### config.mk
export PLATFORM = sky130hd
export DESIGN_NAME = dvfs_sequencer
export DESIGN_NICKNAME = d
export VERILOG_FILES = /design/src/rtl/dvfs_pkg.sv /design/src/rtl/dvfs_timer.sv /design/src/rtl/dvfs_sequencer.sv
export SDC_FILE = /design/constraint.sdc
export NUM_CORES = 1
export LEC_CHECK = 0
export ABC_AREA = 1
export CAP_MARGIN = 25
export CORE_UTILIZATION = 55
export DETAILED_ROUTE_END_ITERATION = 16
export DONT_BUFFER_PORTS = 1
export HOLD_SLACK_MARGIN = 0.15
export MAX_ROUTING_LAYER = met4
export PLACE_DENSITY_LB_ADDON = 0.1
export SYNTH_ARGS = -nofsm -noshare
export SYNTH_HDL_FRONTEND = slang
export SYNTH_SLANG_ARGS = --single-unit
### constraint.sdc
create_clock -name clk -period 1.8 [get_ports clk]
set_input_delay 0.18 -clock clk [delete_from_list [all_inputs] [get_ports clk]]
set_output_delay 0.18 -clock clk [all_outputs]
set_load 0.02 [all_outputs]
### src/rtl/dvfs_pkg.sv
// Shared types and helpers for the DVFS voltage/frequency sequencer.
package dvfs_pkg;

    typedef logic [1:0] level_t;

    typedef enum logic [1:0] {
        ST_IDLE   = 2'd0,
        ST_V_WAIT = 2'd1,
        ST_F_WAIT = 2'd2,
        ST_DONE   = 2'd3
    } state_t;

    typedef enum logic {
        DIR_UP   = 1'b0,
        DIR_DOWN = 1'b1
    } dir_t;

    localparam level_t LVL_MIN = 2'd0;
    localparam level_t LVL_MAX = 2'd3;

    // Counter width able to hold 0..max_val, never narrower than one bit.
    function automatic int cnt_width(input int max_val);
        return (max_val < 2) ? 1 : $clog2(max_val + 1);
    endfunction

endpackage

### src/rtl/dvfs_timer.sv
// Loadable saturating down-counter with zero/one flags; load wins over decrement.
module dvfs_timer #(
    parameter int WIDTH = 8
) (
    input  logic             clk,
    input  logic             rst_n,
    input  logic             load_i,
    input  logic [WIDTH-1:0] load_val_i,
    input  logic             dec_i,
    output logic             zero_o,
    output logic             one_o
);

    logic [WIDTH-1:0] cnt_q;

    // NOTE: sequential state uses non-blocking assignments so every register samples pre-edge values.
    always_ff @(posedge clk) begin
        if (!rst_n) begin
            cnt_q <= '0;
        end else if (load_i) begin
            cnt_q <= load_val_i;
        end else if (dec_i && (cnt_q != '0)) begin
            cnt_q <= cnt_q - WIDTH'(1);
        end
    end

    assign zero_o = (cnt_q == '0);
    assign one_o  = (cnt_q == WIDTH'(1));

endmodule

### src/rtl/dvfs_sequencer.sv
// Orders regulator and PLL level changes so voltage_level >= frequency_level on every cycle,
// with settle, lock, timeout and post-completion dwell handling.
module dvfs_sequencer
    import dvfs_pkg::*;
#(
    parameter int V_SETTLE_CYCLES  = 64,
    parameter int F_LOCK_CYCLES    = 32,
    parameter int PLL_TIMEOUT      = 1024,
    parameter int MIN_DWELL_CYCLES = 256
) (
    input  logic   clk,
    input  logic   rst_n,
    input  logic   req_valid,
    input  level_t req_level,
    input  logic   pll_lock,
    output level_t voltage_level,
    output level_t frequency_level,
    output logic   busy,
    output logic   done,
    output logic   fault
);

    localparam int T_MAX = (V_SETTLE_CYCLES > F_LOCK_CYCLES) ? V_SETTLE_CYCLES : F_LOCK_CYCLES;
    localparam int TW    = cnt_width(T_MAX);
    localparam int DW    = cnt_width(MIN_DWELL_CYCLES);
    localparam int OW    = cnt_width(PLL_TIMEOUT);

    state_t  state_q, state_d;
    dir_t    dir_q, dir_d;
    level_t  target_q, target_d;
    level_t  v_q, v_d;
    level_t  f_q, f_d;
    logic    done_q, done_d;
    logic    fault_q, fault_d;
    logic [OW-1:0] to_q, to_d;

    logic          t_load, t_dec, t_zero, t_one;
    logic [TW-1:0] t_val;
    logic          d_load, d_dec, d_zero;

    dvfs_timer #(.WIDTH(TW)) u_step_timer (
        .clk        (clk),
        .rst_n      (rst_n),
        .load_i     (t_load),
        .load_val_i (t_val),
        .dec_i      (t_dec),
        .zero_o     (t_zero),
        .one_o      (t_one)
    );

    dvfs_timer #(.WIDTH(DW)) u_dwell_timer (
        .clk        (clk),
        .rst_n      (rst_n),
        .load_i     (d_load),
        .load_val_i (DW'(MIN_DWELL_CYCLES)),
        .dec_i      (d_dec),
        .zero_o     (d_zero),
        .one_o      ()
    );

    // NOTE: every always_comb output gets a default first so no path leaves it unassigned (no latches).
    always_comb begin
        state_d  = state_q;
        dir_d    = dir_q;
        target_d = target_q;
        v_d      = v_q;
        f_d      = f_q;
        done_d   = 1'b0;
        fault_d  = fault_q;
        to_d     = '0;
        t_load   = 1'b0;
        t_val    = '0;
        t_dec    = 1'b0;
        d_load   = 1'b0;
        d_dec    = 1'b0;

        unique case (state_q)
            ST_IDLE: begin
                d_dec = 1'b1;
                if (req_valid && d_zero && (req_level != v_q)) begin
                    target_d = req_level;
                    t_load   = 1'b1;
                    if (req_level > v_q) begin
                        dir_d   = DIR_UP;
                        v_d     = req_level;
                        t_val   = TW'(V_SETTLE_CYCLES);
                        state_d = ST_V_WAIT;
                    end else begin
                        dir_d   = DIR_DOWN;
                        f_d     = req_level;
                        t_val   = TW'(F_LOCK_CYCLES);
                        state_d = ST_F_WAIT;
                    end
                end
            end
            ST_V_WAIT: begin
                if (t_one) begin
                    if (dir_q == DIR_UP) begin
                        f_d     = target_q;
                        t_load  = 1'b1;
                        t_val   = TW'(F_LOCK_CYCLES);
                        state_d = ST_F_WAIT;
                    end else begin
                        done_d  = 1'b1;
                        state_d = ST_DONE;
                    end
                end else begin
                    t_dec = 1'b1;
                end
            end
            ST_F_WAIT: begin
                if (!t_zero) begin
                    t_dec = 1'b1;
                end else if (pll_lock) begin
                    if (dir_q == DIR_UP) begin
                        done_d  = 1'b1;
                        state_d = ST_DONE;
                    end else begin
                        v_d     = target_q;
                        t_load  = 1'b1;
                        t_val   = TW'(V_SETTLE_CYCLES);
                        state_d = ST_V_WAIT;
                    end
                end else if (to_q == OW'(PLL_TIMEOUT - 1)) begin
                    // Abandon without touching voltage: on a DOWN step V is still the higher level.
                    fault_d = 1'b1;
                    state_d = ST_IDLE;
                end else begin
                    to_d = to_q + OW'(1);
                end
            end
            ST_DONE: begin
                d_load  = 1'b1;
                state_d = ST_IDLE;
            end
            default: state_d = ST_IDLE;
        endcase
    end

    always_ff @(posedge clk) begin
        if (!rst_n) begin
            state_q  <= ST_IDLE;
            dir_q    <= DIR_UP;
            target_q <= LVL_MIN;
            v_q      <= LVL_MIN;
            f_q      <= LVL_MIN;
            done_q   <= 1'b0;
            fault_q  <= 1'b0;
            to_q     <= '0;
        end else begin
            state_q  <= state_d;
            dir_q    <= dir_d;
            target_q <= target_d;
            v_q      <= v_d;
            f_q      <= f_d;
            done_q   <= done_d;
            fault_q  <= fault_d;
            to_q     <= to_d;
        end
    end

    assign voltage_level   = v_q;
    assign frequency_level = f_q;
    assign busy            = (state_q != ST_IDLE);
    assign done            = done_q;
    assign fault           = fault_q;

endmodule
==> run_results.csv, run 1 <==
group,metric,value,unit
run_status,outcome,"complete, no violations",
synth,async_flop_share,0,
placement,place_congestion,0.892,
global_route,antenna_found_initial,0,
synth,synthTopCellsByCount,"nand2_1, nor2_1, inv_1",
sta,clock_skew,0.00545,ns
synth,synth_compound_area_frac,0.0985,
synth,synth_seq_cells,38,
clock_network,cts_tree,"built",
sta,tightest_slew,0.495,ns
sta,timing.final.crit_share,0.898,
global_route,grt_pass1_vias,1862,
worst_setup_path,cp_top_family,"buffers and inverters",
global_route,track_usage,0.244,
layout,nets,352,
clock_network,numClockSinks,38,
placement,dp_cells,372,
routing,routed_wl,4180,µm
synth,synth_top_area_frac,0.348,
routing,routedWlPerCell,10.9,µm
synth,syn_inst,317,
die,initial_core_util,0.584,
power,powerDensity,1560,mW/mm²
placement,io_buffers,0,
clock_network,ctsRootBufferMaster,"clkbuf_8",
routing,drcViolationCount,0,
worst_setup_path,path_max_fanout,6,
layout,syn_to_final_growth,13.2,%
worst_setup_path,path_cells,"inv_1, ha_1, inv_1, buf_4",
clock_network,htree_levels,2,
die,die_h,65.0,µm
routing,drtPass1Iterations,4,
layout,n_fill_cell,363,
global_route,grt_pass1_wl,7690,µm
placement,place_worst_setup_slack,0.0328,ns
sta,setup_ws,0.184,ns
power,intPower,2180,µW
sta,grt_setup_unrepaired,"true",
worst_setup_path,critical_path_class,"flop to output port",
power,p_seq_frac,0.303,
power,switching_share,0.434,
worst_setup_path,worst-path-buf-inv,3,
die,core,0.00374,mm²
power,p_leak,0.00113,µW
power,p_clk_frac,0.187,
sta,slew_violations,0,
power,peakVddDrop,0.633,mV
synth,yosysSeqAreaShare,0.348,
routing,drtIter0Drc,98,
synth,yosys.area_share.adder,0.0687,
die,dieArea,0.00423,mm²
worst_hold_path,hold_class,"input port to flop",
routing,postRouteAntennaNets,0,
worst_setup_path,slowest_delay,0.39,ns
sta,fin_crit,1.62,ns
worst_setup_path,worst_ep_arrival_time,1.44,ns
synth,synth.area.top_cells,"dfxtp_1, nand2_1, nor2_1",
synth,synth_top_family_by_area,"simple AND/OR/NAND/NOR gates",
synth,synth.avg_cell_area,6.90,µm²
flow_run,drv_cap,0,
synth,synth-edff-count,0,
layout,drive_gt1_frac,0.122,
worst_setup_path,crit_top_cell,"inv_1",
power,netSwitchingPower,1670,µW
power,combPwrFrac,0.510,
layout,final_util,0.661,
worst_setup_path,crit_required,1.62,ns
synth,synth_nets,335,
routing,vias,1897,
clock_network,insertion_delay,0.30,ns
worst_setup_path,critPathCaptureType,"output port",
worst_setup_path,crit_slowest_cell,"dfxtp_1",
sta,hold_viol,0,
clock_network,cts_buffers,5,
sta,relSlewSlack,0.669,
synth,yosysWarnings,0,
global_route,grt_max_degree,12,
layout,stdcell_count,383,
global_route,overflow,0,
synth,synthesis.area,0.00219,mm²
layout,diodes,0,
synth,synthFlopType,"dfxtp_1",
synth,synth_cell_types,32,
sta,max_freq,0.619,GHz
synth,post_synth_and_or_nand_nor_area_fraction,0.342,
die,io_pins,13,
die,row_count,22,
synth,synth-xor-area-share,0.0441,
routing,avgViaCountPerCell,4.95,
sta,setup_viol,0,
clock_network,cts.clk_slew.worst_paths,0.07,ns
die,die_w,65.0,µm
placement,hpwlAfterDp,3120,µm
synth,synth.most_common_cell,"nand2_1",
synth,synth.area.mux_share,0,
synth,yosys.area.top_type,"dfxtp_1",
worst_setup_path,cp-start-kind,"flop",
clock_network,cts_buffer_depth,2,
-- placed cells by master (no fill, tap or decap), drive strengths merged, types with 2 or more instances in the layout --
master       instances
a211oi               3
inv                 54
a31oi                2
nand3               21
dfxtp               38
nor3                 6
xor2                 9
xnor2                2
o21ai               14
clkbuf               7
nor2                56
buf                 10
dlygate4sd3          2
a21oi               17
ha                  12
nand3b               2
nand2               67
or2                  2
nand4                6
-- what timing repair did --
action / CTS / global route
resized for setup: 0 / 16
hold endpoints to repair: 14 / 0
buffers inserted: 0 / 1
hold buffers: 2 / 0
setup endpoints to repair: 0 / 13
-- power groups by stage --
stage	combinational [µW]	sequential (µW)	clock, µW
after floorplan	1460	1160	0
after global placement	1830	1170	0
after detailed placement	1870	1180	0
after CTS	1890	1160	728
after global routing	2250	1190	766
final	1960	1170	719
-- final cells by class --
| class | count | area, µm² | area share |
|---|---|---|---|
| tap | 48 | 60.1 | 0.0243 |
| multi-input combinational | 223 | 1250 | 0.504 |
| clock inverter | 1 | 30.0 | 0.0121 |
| timing repair buffer | 12 | 95.1 | 0.0384 |
| sequential | 38 | 764 | 0.309 |
| inverter | 54 | 203 | 0.0819 |
| clock buffer | 7 | 76.3 | 0.0308 |
-- worst reg2reg max path: stages (launching register included) --
cell	delay, ns
dfxtp_1	0.34
inv_1	0.11
ha_1	0.15
inv_1	0.04
nor2_1	0.15
nand2_2	0.11
inv_1	0.12
nand3_1	0.09
nand2_1	0.08
nand3_2	0.12
o21ai_1	0.15
nor2_1	0.05
-- layer usage --
metal  part of all wire  global-route usage  wire length (µm)
met1               0.48               0.277              2000
met5                  0                   -                 0
met2               0.46               0.400              1910
met3              0.045              0.0634               189
met4              0.017               0.114                73
-- sequential cells by signal, summed over array words and instances, names as in the netlist --
| name | count |
|---|---|
| to_q | 11 |
| u_dwell_timer.cnt_q | 9 |
| target_q | 2 |
| fault | 1 |
| frequency_level | 2 |
| voltage_level | 2 |
| dir_q | 1 |
| state_q | 2 |
| done | 1 |
| u_step_timer.cnt_q | 7 |
-- cells by family (layout without fill, tap and decap cells) --
family,count (synthesis),count (layout)
AO/OA/AOI/OAI,38,38
flip-flops,38,38
AND/OR/NAND/NOR,162,162
XOR/XNOR,11,11
adder cells (fa/ha/maj),12,12
buffers and inverters,56,74
-- path summary, 6_finish.rpt --
kind	startpoint	endpoint	slack, ns	depth (start not counted)
worst max-delay path	state_q[0]$_SDFFE_PN0P_	busy	0.18	4
worst min-delay path	rst_n	to_q[1]$_SDFF_PP0_	0.16	2
worst max register to register	u_step_timer.cnt_q[0]$_SDFFE_PN0P_	voltage_level[0]$_SDFFE_PN0P_	0.19	11
worst min register to register	to_q[0]$_SDFF_PP0_	to_q[0]$_SDFF_PP0_	0.45	1
-- metrics by stage --
stage               hold slack, ns  cell area, µm²  TNS [ns]  total power, µW
floorplan                    0.369            2190         0             2630
global placement             0.304            2300         0             3010
detailed placement           0.310            2300         0             3040
CTS                          0.166            2430         0             3780
global route                 0.175            2470   -0.0127             4200
finish                       0.159            2470         0             3850
(Power assumes the default switching activity.)
==> inputs of run 2 (changes only) <==
Settings changed: REMOVE_ABC_BUFFERS set to 1.
==> run 2 against run 1 <==
Against the previous run:
- clock skew is 0.0046 ns higher
- non-clock buffer count is 1 lower
- fmax is 0.17% higher
- core utilization is 1.1 points lower
- clock-buffer cell count is 1 lower
- critical endpoint is now frequency_level[0]$_SDFFE_PN0P_
- clock power is 14% lower
- largest power group unchanged
- global-route usage is 2.1 points lower
==> run_results.csv, run 2 (synthesis results as in run 1) <==
group,metric,value,unit
run_status,outcome,"complete, no violations",
routing,postRouteAntennaNets,0,
clock_network,insertion_delay,0.30,ns
worst_hold_path,hold_class,"input port to flop",
worst_setup_path,critical_path_class,"flop to flop",
sta,relSlewSlack,0.685,
power,peakVddDrop,0.730,mV
routing,drcViolationCount,0,
die,die_h,65.0,µm
placement,place_congestion,0.860,
power,p_leak,0.00112,µW
layout,largest_registers,"to_q x11, u_dwell_timer.cnt_q x9, u_step_timer.cnt_q x7",
layout,largest_reg_flops,11,
sta,setup_viol,0,
placement,place_worst_setup_slack,0.0703,ns
layout,register_area,763,µm²
power,total_power,3690,µW
sta,timing.final.crit_share,0.896,
global_route,grt_pass1_vias,1680,
worst_setup_path,critPathCaptureType,"flop",
sta,hold_viol,0,
layout,drive_gt1_frac,0.123,
global_route,grt_util_met1,0.278,
routing,routedWlPerCell,10.6,µm
routing,drtIter0Drc,136,
die,row_count,22,
clock_network,cts_buffer_depth,2,
layout,largest-register,"to_q",
power,powerDensity,1510,mW/mm²
sta,clock_skew,0.0100,ns
routing,routed_wl,4050,µm
layout,n_fill_cell,367,
layout,final_util,0.650,
global_route,globalRouteMet3Util,0.0634,
worst_setup_path,path_max_fanout,4,
clock_network,htree_levels,2,
layout,nets,351,
sta,holdWs,0.165,ns
sta,tightest_slew,0.471,ns
die,initial_core_util,0.584,
global_route,overflow,0,
global_route,track_usage,0.223,
layout,diodes,0,
placement,hpwlAfterDp,2980,µm
clock_network,cts.clk_slew.worst_paths,0.08,ns
placement,io_buffers,0,
clock_network,numClockSinks,38,
clock_network,ctsRootBufferMaster,"clkbuf_8",
global_route,grt_pass1_wl,7040,µm
routing,vias,1906,
global_route,globalRoute.busiestLayer,"met2",
layout,final_cell_mix,"nand2_1, inv_1, nor2_1",
sta,setup_ws,0.187,ns
die,die_w,65.0,µm
worst_setup_path,cp-start-kind,"flop",
die,core,0.00374,mm²
routing,drtPass1Iterations,4,
global_route,use_met2,0.350,
sta,fin_crit,1.61,ns
routing,avgViaCountPerCell,4.99,
global_route,antenna_found_initial,0,
layout,syn_to_final_growth,11.4,%
sta,max_freq,0.620,GHz
clock_network,cts_setup_buffers,0,
worst_setup_path,worst_ep_arrival_time,1.81,ns
global_route,grt_max_degree,13,
sta,slew_violations,0,
layout,multi_input_area,0.00123,mm²
die,io_pins,13,
layout,stdcell_count,382,
layout,final_common_cell,"nand2_1",
sta,grt_setup_unrepaired,"true",
worst_setup_path,crit_required,1.99,ns
clock_network,cts_tree,"built",
placement,dp_cells,372,
die,dieArea,0.00423,mm²
flow_run,drv_cap,0,
clock_network,cts_buffers,5,
==> run 2: final timing paths <==
| path | cells after the start | to | from | slack [ns] |
|---|---|---|---|---|
| worst max-delay path | 10 | frequency_level[0]$_SDFFE_PN0P_ | voltage_level[1]$_SDFFE_PN0P_ | 0.19 |
| worst min-delay path | 2 | to_q[3]$_SDFF_PP0_ | rst_n | 0.17 |
| worst max register to register | 10 | frequency_level[0]$_SDFFE_PN0P_ | voltage_level[1]$_SDFFE_PN0P_ | 0.19 |
| worst min register to register | 1 | to_q[0]$_SDFF_PP0_ | to_q[0]$_SDFF_PP0_ | 0.45 |
==> run 2: cell type report <==
| cell class | instances | share of cell area |
|---|---|---|
| sequential | 38 | 0.313 |
| inverter | 54 | 0.0832 |
| timing repair buffer | 11 | 0.0360 |
| clock buffer | 6 | 0.0339 |
| multi-input combinational | 223 | 0.504 |
| tap | 48 | 0.0247 |
| clock inverter | 2 | 0.00514 |
==> run 2: through the flow <==
step	setup TNS (ns)	area (µm²)
floorplan	0	2170
global placement	0	2300
detailed placement	0	2300
CTS	0	2420
global route	-0.0581	2430
finish	0	2430
==> run 2: where the power goes <==
group	switching, µW	internal (µW)	total, µW
Combinational	1180	723	1900
Sequential	146	1020	1160
Clock	313	308	621
==> run 2: timing repair <==
| action | in CTS | in global routing |
|---|---|---|
| setup endpoints to repair | 0 | 10 |
| resized for setup | 0 | 11 |
| hold endpoints to repair | 14 | 0 |
| hold buffers | 2 | 0 |
==> run 2: worst max-delay path: stages (launching register included) <==
cell and delay [ns]:
dfxtp_1 0.33, inv_1 0.05, ha_1 0.28, nand2_1 0.08
inv_1 0.05, nor2_2 0.13, nand3_1 0.11, nand2_2 0.11
nand3_1 0.12, o21ai_0 0.18, nor2_1 0.05
==> run 2: per-layer routing <==
layer  vias up  wire length [µm]  share of wire
met1       828              2090           0.52
met4         0                60          0.015
met5         -                 0              0
met2        39              1710           0.42
met3         8               192          0.047
li1       1031                 -              -
==> inputs of run 3 (changes only) <==
Settings changed: CORE_UTILIZATION 55 to 63.
==> run 3 against run 2 <==
Against the previous run:
- combinational power is 15% higher
- sequential share of layout area is 0.50 points lower
- largest cell class unchanged
- sequential power hardly changed
- fmax is 4.7% lower
- register-to-register slack worse by 0.08 ns
- clock skew is 0.0052 ns higher
- via count is 2.4% higher
- cell area is 1.4% higher
- non-clock buffer count is 5 higher
- highest routed layer unchanged
- clock-buffer cell count stayed put
- worst hold slack better by 0.0072 ns
- cell count is 0.79% higher
==> run_results.csv, run 3 (synthesis results as in run 1) <==
group,metric,value,unit
clock_network,cts.clk_slew.worst_paths,0.12,ns
die,initial_core_util,0.655,
global_route,overflow,0,
power,powerDensity,1550,mW/mm²
worst_setup_path,path_max_fanout,4,
layout,largest_reg_flops,11,
layout,fin_area,0.00247,mm²
power,netSwitchingPower,1750,µW
worst_setup_path,path_cells,"inv_1, ha_1, nand2_1, nand2_1, nand2_2, nor2_2, inv_1, o21ai_0, nand3_2, o21ai_2, nor2_1",
layout,n_fill_cell,299,
worst_setup_path,crit_required,2.07,ns
global_route,grt_pass1_wl,6910,µm
clock_network,cts_buffers,5,
clock_network,cts_buffer_depth,2,
clock_network,cts_tree,"built",
placement,place_area,0.00229,mm²
worst_setup_path,critical_path_class,"flop to flop",
power,p_leak,0.00113,µW
worst_setup_path,cp-start-kind,"flop",
die,core,0.00334,mm²
routing,routed_wl,4450,µm
routing,drtIter0Drc,85,
sta,setup_tns,0,ns
power,switching_share,0.457,
worst_setup_path,critPathCaptureType,"flop",
layout,multi_input_area,0.00124,mm²
die,dieArea,0.00371,mm²
sta,timing.final.crit_share,0.941,
global_route,grt_util_met1,0.294,
sta,relSlewSlack,0.642,
placement,io_buffers,0,
routing,vias,1951,
clock_network,insertion_delay,0.36,ns
layout,final_cell_mix,"nand2_1, inv_1, nor2_1",
die,die_w,60.9,µm
layout,syn_to_final_growth,13.0,%
run_status,outcome,"complete, no violations",
layout,largest-register,"to_q",
power,peakVddDrop,0.682,mV
placement,hpwlAfterDp,3180,µm
routing,postRouteAntennaNets,0,
sta,fin_crit,1.69,ns
sta,hold_viol,0,
placement,place_congestion,0.880,
worst_setup_path,cp_num_cells,11,
power,p_clk_frac,0.127,
layout,largest_registers,"to_q x11, u_dwell_timer.cnt_q x9, u_step_timer.cnt_q x7",
worst_hold_path,whs_path_depth,4,
worst_setup_path,r2r_setup_slack,0.11,ns
sta,tightest_slew,0.536,ns
worst_setup_path,worst-path-buf-inv,2,
layout,diodes,0,
die,die_h,60.9,µm
routing,drcViolationCount,0,
layout,nets,356,
die,io_pins,13,
layout,final_common_cell,"nand2_1",
global_route,use_met2,0.446,
routing,avgViaCountPerCell,5.07,
power,combPwrFrac,0.569,
worst_setup_path,cp_top_family,"simple AND/OR/NAND/NOR gates",
global_route,antenna_found_initial,0,
power,p_seq_frac,0.304,
worst_setup_path,worst_ep_arrival_time,1.97,ns
global_route,globalRouteMet3Util,0.0768,
layout,drive_gt1_frac,0.136,
die,row_count,21,
layout,register_area,762,µm²
sta,clock_skew,0.0152,ns
sta,max_freq,0.591,GHz
clock_network,numClockSinks,38,
global_route,globalRoute.busiestLayer,"met2",
routing,routedWlPerCell,11.6,µm
sta,slew_violations,0,
sta,setup_viol,0,
worst_setup_path,r2r_cells,11,
flow_run,drv_cap,0,
worst_setup_path,crit_slowest_cell,"dfxtp_1",
global_route,grt_max_degree,14,
clock_network,ctsRootBufferMaster,"clkbuf_4",
global_route,track_usage,0.266,
worst_setup_path,slowest_delay,0.35,ns
routing,drtPass1Iterations,4,
worst_hold_path,hold_class,"input port to flop",
power,intPower,2080,µW
clock_network,htree_levels,2,
layout,final_util,0.740,
global_route,grt_pass1_vias,1725,
## run 3: final timing paths
kind | start | endpoint
max | voltage_level[1]$_SDFFE_PN0P_ | voltage_level[1]$_SDFFE_PN0P_
max reg2reg | voltage_level[1]$_SDFFE_PN0P_ | voltage_level[1]$_SDFFE_PN0P_
min reg2reg | to_q[0]$_SDFF_PP0_ | to_q[0]$_SDFF_PP0_
min | req_valid | dir_q$_SDFFE_PN0P_
## run 3: worst register-to-register path, cell delays in order (launching register included)
cell and delay (ns):
dfxtp_1 0.35, inv_1 0.06, ha_1 0.31, nand2_1 0.07
nand2_1 0.07, nand2_2 0.08, nor2_2 0.10, inv_1 0.08
o21ai_0 0.12, nand3_2 0.17, o21ai_2 0.16, nor2_1 0.05
## run 3: cell type report
cell class,count,area share
Clock buffer,6,0.0208
Clock inverter,2,0.00507
Inverter,54,0.0821
Multi-Input combinational cell,223,0.503
Sequential cell,38,0.309
Tap cell,46,0.0233
Timing Repair Buffer,16,0.0578
## run 3: repair_timing
| action | in CTS | in global routing |
|---|---|---|
| setup buffers | 0 | 4 |
| setup endpoints to repair | 0 | 14 |
| hold buffers | 4 | 0 |
| hold endpoints to repair | 29 | 0 |
| gates resized for setup | 0 | 14 |
## run 3: layer usage
metal | up-vias | wire [µm] | share of wire
met5 | - | 0 | 0
met4 | 0 | 76 | 0.017
met3 | 10 | 155 | 0.035
met2 | 27 | 2190 | 0.49
met1 | 874 | 2030 | 0.46
li1 | 1040 | - | -
## run 3: power groups by stage
stage	clock network, µW	registers [µW]	logic (µW)
4_1_cts	498	1160	1880
3_3_place_gp	0	1170	1800
3_5_place_dp	0	1180	1860
2_1_floorplan	0	1160	1460
5_1_grt	527	1190	2440
6_report	486	1170	2180
## run 3: stage by stage
step	hold WS [ns]	setup WS (ns)	power, µW	cells
after floorplan	0.293	0.0812	2620	315
after detailed placement	0.305	0.0835	3040	369
after global routing	0.172	-0.0641	4150	385
final	0.172	0.107	3830	385
after global placement	0.302	0.106	2970	369
after CTS	0.177	0.0361	3540	381
